[src/rtl/arb_rr_if.sv]
// Request/grant bundle between a set of requesters plus the downstream
// consumer and the round-robin / fixed-priority arbiter.
interface arb_rr_if #(
  parameter int N  = 8,
  parameter int IW = $clog2(N)
);

  logic [N-1:0]  request;
  logic          ready;
  logic [N-1:0]  grant;
  logic          valid;
  logic [IW-1:0] grant_id;

  // Requesters and downstream side: drive requests and acceptance
  modport master (
    output request,
    output ready,
    input  grant,
    input  valid,
    input  grant_id
  );

  // Arbiter side: observe requests, present the registered winner
  modport slave (
    input  request,
    input  ready,
    output grant,
    output valid,
    output grant_id
  );

endinterface

[src/rtl/arb_rr.sv]
// N-way arbiter with registered one-hot grant and binary grant index.
// MODE=0 gives fixed priority (lowest index wins); MODE=1 gives round-robin
// starting from a pointer that moves past each completed winner.
// A grant is held without preemption until the downstream accepts it, and
// acceptance re-arbitrates on the same edge so back-to-back grants have no
// bubble.
module arb_rr #(
  parameter int N    = 8,
  parameter int MODE = 1,
  parameter int IW   = $clog2(N)
) (
  input  logic     clk,
  input  logic     nreset,
  arb_rr_if.slave  bus
);

  typedef enum logic {
    IDLE    = 1'b0,
    GRANTED = 1'b1
  } ArbState;

  ArbState       r_state;
  logic [N-1:0]  r_grant;
  logic          r_valid;
  logic [IW-1:0] r_grantId;
  logic [IW-1:0] r_ptr;

  ArbState       w_nextState;
  logic [N-1:0]  w_nextGrant;
  logic          w_nextValid;
  logic [IW-1:0] w_nextId;
  logic [IW-1:0] w_nextPtr;

  logic [IW-1:0] w_ptrAfter;
  logic [IW-1:0] w_base;
  logic [IW:0]   w_sum;
  logic [IW-1:0] w_idx;
  logic          w_found;
  logic [IW-1:0] w_winner;
  logic [N-1:0]  w_winnerGrant;

  // Pointer value once the current grant completes: one past the winner, wrapping
  assign w_ptrAfter = (r_grantId == IW'(N - 1)) ? '0 : r_grantId + IW'(1);

  // Search start: the completing winner's successor on a transfer edge, else the stored pointer
  always_comb begin
    w_base = '0;
    if (MODE == 1) begin
      if (r_state == GRANTED) begin
        w_base = w_ptrAfter;
      end else begin
        w_base = r_ptr;
      end
    end
  end

  // Find the first asserted request at or above w_base, wrapping past N-1 back to 0
  always_comb begin
    w_found       = 1'b0;
    w_winner      = '0;
    w_winnerGrant = '0;
    w_sum         = '0;
    w_idx         = '0;
    for (int i = 0; i < N; i++) begin
      w_sum = {1'b0, w_base} + (IW+1)'(i);
      if (w_sum >= (IW+1)'(N)) begin
        w_sum = w_sum - (IW+1)'(N);
      end
      w_idx = w_sum[IW-1:0];
      if (!w_found && bus.request[w_idx]) begin
        w_found  = 1'b1;
        w_winner = w_idx;
      end
    end
    if (w_found) begin
      w_winnerGrant[w_winner] = 1'b1;
    end
  end

  // Next-state and next-output decision for the IDLE/GRANTED machine
  always_comb begin
    w_nextState = r_state;
    w_nextGrant = r_grant;
    w_nextValid = r_valid;
    w_nextId    = r_grantId;
    w_nextPtr   = r_ptr;
    case (r_state)
      IDLE: begin
        if (w_found) begin
          w_nextState = GRANTED;
          w_nextGrant = w_winnerGrant;
          w_nextValid = 1'b1;
          w_nextId    = w_winner;
        end
      end
      GRANTED: begin
        if (bus.ready) begin
          if (MODE == 1) begin
            w_nextPtr = w_ptrAfter;
          end
          if (w_found) begin
            w_nextGrant = w_winnerGrant;
            w_nextValid = 1'b1;
            w_nextId    = w_winner;
          end else begin
            w_nextState = IDLE;
            w_nextGrant = '0;
            w_nextValid = 1'b0;
            w_nextId    = '0;
          end
        end
      end
      default: begin
        w_nextState = IDLE;
        w_nextGrant = '0;
        w_nextValid = 1'b0;
        w_nextId    = '0;
      end
    endcase
  end

  // State, output and pointer registers; reset drops any grant immediately
  always_ff @(posedge clk or negedge nreset) begin
    if (!nreset) begin
      r_state   <= IDLE;
      r_grant   <= '0;
      r_valid   <= 1'b0;
      r_grantId <= '0;
      r_ptr     <= '0;
    end else begin
      r_state   <= w_nextState;
      r_grant   <= w_nextGrant;
      r_valid   <= w_nextValid;
      r_grantId <= w_nextId;
      r_ptr     <= w_nextPtr;
    end
  end

  assign bus.grant    = r_grant;
  assign bus.valid    = r_valid;
  assign bus.grant_id = r_grantId;

endmodule
[src/flat_wrapper.sv]
// flat-port wrapper written by rule: the top's interface ports become plain ports
module arb_rr_flat 
#(
  parameter int N    = 8,
  parameter int MODE = 1,
  parameter int IW   = $clog2(N)
)
  (clk, nreset, bus_request, bus_ready, bus_grant, bus_valid, bus_grant_id);
  arb_rr_if #(.N(N), .IW(IW)) bus_i ();
  input  logic clk;
  input  logic nreset;
  input wire logic [$bits(bus_i.request)-1:0] bus_request;
  input wire logic [$bits(bus_i.ready)-1:0] bus_ready;
  output wire logic [$bits(bus_i.grant)-1:0] bus_grant;
  output wire logic [$bits(bus_i.valid)-1:0] bus_valid;
  output wire logic [$bits(bus_i.grant_id)-1:0] bus_grant_id;
  assign bus_i.request = bus_request;
  assign bus_i.ready = bus_ready;
  assign bus_grant = bus_i.grant;
  assign bus_valid = bus_i.valid;
  assign bus_grant_id = bus_i.grant_id;
  arb_rr #(.N(N), .MODE(MODE), .IW(IW)) u_core (.clk(clk), .nreset(nreset), .bus(bus_i));
endmodule
[config.mk]
export PLATFORM = sky130hd
export DESIGN_NAME = arb_rr_flat
export DESIGN_NICKNAME = d
export VERILOG_FILES = /design/src/rtl/arb_rr_if.sv /design/src/rtl/arb_rr.sv /design/src/flat_wrapper.sv
export SDC_FILE = /design/constraint.sdc
export NUM_CORES = 1
export LEC_CHECK = 0
export ABC_CLOCK_PERIOD_IN_PS = 11600
export CAP_MARGIN = 20
export CORE_MARGIN = 5
export CORE_UTILIZATION = 42
export CTS_CLUSTER_SIZE = 12
export DETAILED_ROUTE_END_ITERATION = 16
export SYNTH_ARGS = -nofsm -noshare
export SYNTH_HDL_FRONTEND = slang
export SYNTH_SLANG_ARGS = --single-unit
[constraint.sdc]
create_clock -name clk -period 11.6 [get_ports clk]
set_input_delay 2.32 -clock clk [delete_from_list [all_inputs] [get_ports clk]]
set_output_delay 2.32 -clock clk [all_outputs]
set_load 0.01 [all_outputs]
==> flow_metrics.env <==
export IMPL_outcome="finished, final reports clean"
export IMPL_synthAdderAreaFrac_pct=2.596
export IMPL_viasPerCell=6.565
export IMPL_grt_pass1_wl_mm=9.045
export IMPL_die_x_um=77.76
export IMPL_port_buffers=22
export IMPL_rsz0062_at_grt="no"
export IMPL_syn_to_final_growth_pct=15.25
export IMPL_max_freq_mhz=193.9
export IMPL_grt_antenna_before_repair=0
export IMPL_dpl_cell_count=282
export IMPL_fin_setup_tns_ns=0
export IMPL_wl_mm=5.390
export IMPL_finalCritPeriodShare_pct=44.45
export IMPL_path_class="in2reg"
export IMPL_cp_required_ns=11.74
export IMPL_num_rows=24
export IMPL_ys_seq_area_share_pct=20.77
export IMPL_die_area_sq_um=6046
export IMPL_cp_max_fo=8
export IMPL_io_pins=23
export IMPL_maxSlewHeadroom_pct=46.45
export IMPL_h_tree_depth=1
export IMPL_num_vias=1871
export IMPL_num_fill_cells=432
export IMPL_clockRootBuffer="clkbuf_8"
export IMPL_synth_cell_type_count=59
export IMPL_yosys_register_bits=16
export IMPL_grt_pass1_vias=1775
export IMPL_clk_latency_ns=0.25
export IMPL_core_sq_um=4414
export IMPL_slew_violations=0
export IMPL_avgSynthCellArea_sq_um=8.968
export IMPL_stdcell_area_sq_um=2222
export IMPL_clk_pin_slew_worst_paths_ns=0.06
export IMPL_crit_path_max_incr_delay_ns=0.58
export IMPL_crit_slowest_cell="clkdlybuf4s50_1"
export IMPL_routabilityCongestion=0.9142
export IMPL_timing_final_crit_period_ns=5.156
export IMPL_crit_buf_inv=1
export IMPL_drc_errors=0
export IMPL_finalSetupViolations=0
export IMPL_synth_edf_count=0
export IMPL_drive_gt1_share_pct=15.02
export IMPL_clockBufferDepth=2
export IMPL_synth_compound_area_share_pct=23.43
export IMPL_grt_max_degree=20
export IMPL_holdCritPathClass="reg2reg"
export IMPL_synth_ff_type="dfrtp_1"
export IMPL_endpoint_kind="flop"
export IMPL_initial_core_util_pct=43.68
export IMPL_async_reset_ff_share_pct=100.0
export IMPL_cts_sinks=16
export IMPL_cts_hold_fix_buffers=0
export IMPL_netlist_area_sq_um=1928
export IMPL_yosysWarnings=0
export IMPL_track_usage_pct=17.76
export IMPL_wl_per_cell_um=18.91
export IMPL_die_y_um=77.76
export IMPL_synth_mux_area_share_pct=25.63
export IMPL_fin_cells=285
export IMPL_drtPass1Iterations=4
export IMPL_synthCells=215
export IMPL_post_cts_buffers=0
export IMPL_antennaDiodeCount=0
export IMPL_synth_nets=230
export IMPL_crit_family="compound AO/OA/AOI/OAI gates"
export IMPL_synthSimpleGateAreaFrac_pct=22.45
export IMPL_cp_cell_sequence="clkdlybuf4s50_1 > or4_1 > a32oi_1 > o311a_1 > nand3_1 > o31a_1 > a32oi_1 > nor2_1 > a22o_1"
export IMPL_drtIter0Drc=134
export IMPL_worstMarginPinSlew_ns=0.7865
export IMPL_maxCapViolCount=0
export IMPL_critPathLaunchType="input port"
export IMPL_layout_nets=250
export IMPL_drtAntennaViolNets=0
export IMPL_cp_arrival_ns=5.29
export IMPL_synthXorXnorAreaFrac_pct=1.752
export IMPL_pre_cts_ws_ns=6.173
export IMPL_overflow=0
export IMPL_placed_cell_area_sq_um=2181
export IMPL_hold_viol_final=0
export IMPL_crit_top_cell="a32oi_1"
export IMPL_cts_resized=0
export IMPL_hpwl_mm=4.029
export IMPL_rrSetupSlack_ns=6.93
export IMPL_cts_buffers=3
export IMPL_cts_tree="yes"
export IMPL_skew_ns=0.005526
export IMPL_synth_top_family_by_area="multiplexers"
export IMPL_fin_ws_ns=6.444
## state kept, by name, summed over array words and instances (netlist names)
register             cells
u_core.bus.valid         1
u_core.bus.grant_id      3
u_core.bus.grant         8
u_core.r_ptr             3
u_core.r_state           1
## logic make-up (layout without fill, tap and decap cells)
kind of cell               after synthesis  after routing
AOI/OAI and AO/OA                       64             64
DFF                                     16             16
adders and majority gates                4              4
and+or+nand+nor                         76             76
muxes                                   38             38
buffers and inverters                   14             32
xor gates and xnor gates                 3              3
## worst register-to-register path, stage by stage, from the launching register on
cell and delay, ns:
dfrtp_1 0.47, ha_1 0.24, ha_1 0.25, nor2b_1 0.26, a21oi_1 0.11, buf_4 0.22, clkinv_1 0.31, ha_1 0.34
inv_1 0.11, xnor2_1 0.55, mux4_2 0.44, nand3_1 0.22, o32ai_1 0.14, a211oi_2 0.47, and2b_1 0.25, a22o_1 0.19
## Yosys cell counts, types with 2 or more instances
cell	instances	area share, %
o21ai_0	14	3.6
nor2_1	11	2.1
nand2b_1	3	0.97
and3_1	2	0.65
or4_1	2	0.78
nand3_1	11	2.9
o211ai_1	2	0.78
mux2_2	7	4.1
or3_1	2	0.65
buf_2	2	0.52
mux2i_1	22	11
nand2_1	21	4.1
nor3_1	7	1.8
xnor2_1	2	0.91
o31ai_1	2	0.78
mux4_2	7	8.2
o21ai_1	3	0.78
a32oi_1	6	2.7
and2_1	2	0.65
inv_1	4	0.78
a211oi_1	2	0.78
a21oi_1	14	3.6
a31oi_1	2	0.65
o311ai_0	4	1.8
clkbuf_1	4	0.78
ha_1	4	2.6
dfrtp_1	16	21
nor2b_1	3	0.97
a22o_1	4	1.8
## stage by stage
stage                     util, %  hold WS (ns)
final                       50.34        0.4985
after global routing        50.34        0.5296
after CTS                   50.34        0.5009
after detailed placement    49.40        0.4839
after global placement      49.40        0.4813
after floorplan                 -        0.4634
## worst paths after layout
path | from | to | depth (start not counted)
min in group asynchronous | nreset | u_core.bus.grant[0] | 1
min reg2reg | u_core.bus.grant[3] | u_core.bus.grant[3] | 2
max | bus_request[4] | u_core.bus.grant[0] | 9
max reg2reg | u_core.bus.grant_id[0] | u_core.bus.grant[5] | 15
max in group asynchronous | nreset | u_core.r_ptr[1] | 1
min | u_core.bus.grant[3] | u_core.bus.grant[3] | 2
## per-layer routing
metal	global-route usage (%)	share of wire [%]	up-vias	wire length, um
met4	3.608	0.91	0	49
met1	26.20	49	919	2653
met5	0	0	-	0
met2	26.79	44	64	2357
met3	3.588	6.1	4	330
li1	-	-	884	-
## layout make-up
type	count	area (sq um)	share of cell area, %
multi-input combinational	185	1463	65.82
sequential	16	400.4	18.02
timing repair buffer	23	227.7	10.25
tap	52	65.06	2.928
clock buffer	3	41.29	1.858
inverter	6	25.02	1.126
## layout by cell type, fill, tap and decap left out, drive strengths merged, types with 5 or more instances in the layout
master | Yosys | routed
mux2i | 23 | 23
clkdlybuf4s50 | 0 | 22
nand2 | 21 | 21
o21ai | 18 | 18
dfrtp | 16 | 16
a21oi | 14 | 14
nor2 | 12 | 12
nand3 | 11 | 11
mux2 | 8 | 8
mux4 | 7 | 7
nor3 | 7 | 7
a32oi | 6 | 6
inv | 5 | 5
Power is left out: the tool's default activity adds up to more than one toggle a clock period on the data nets, which glitch-free logic cannot reach.
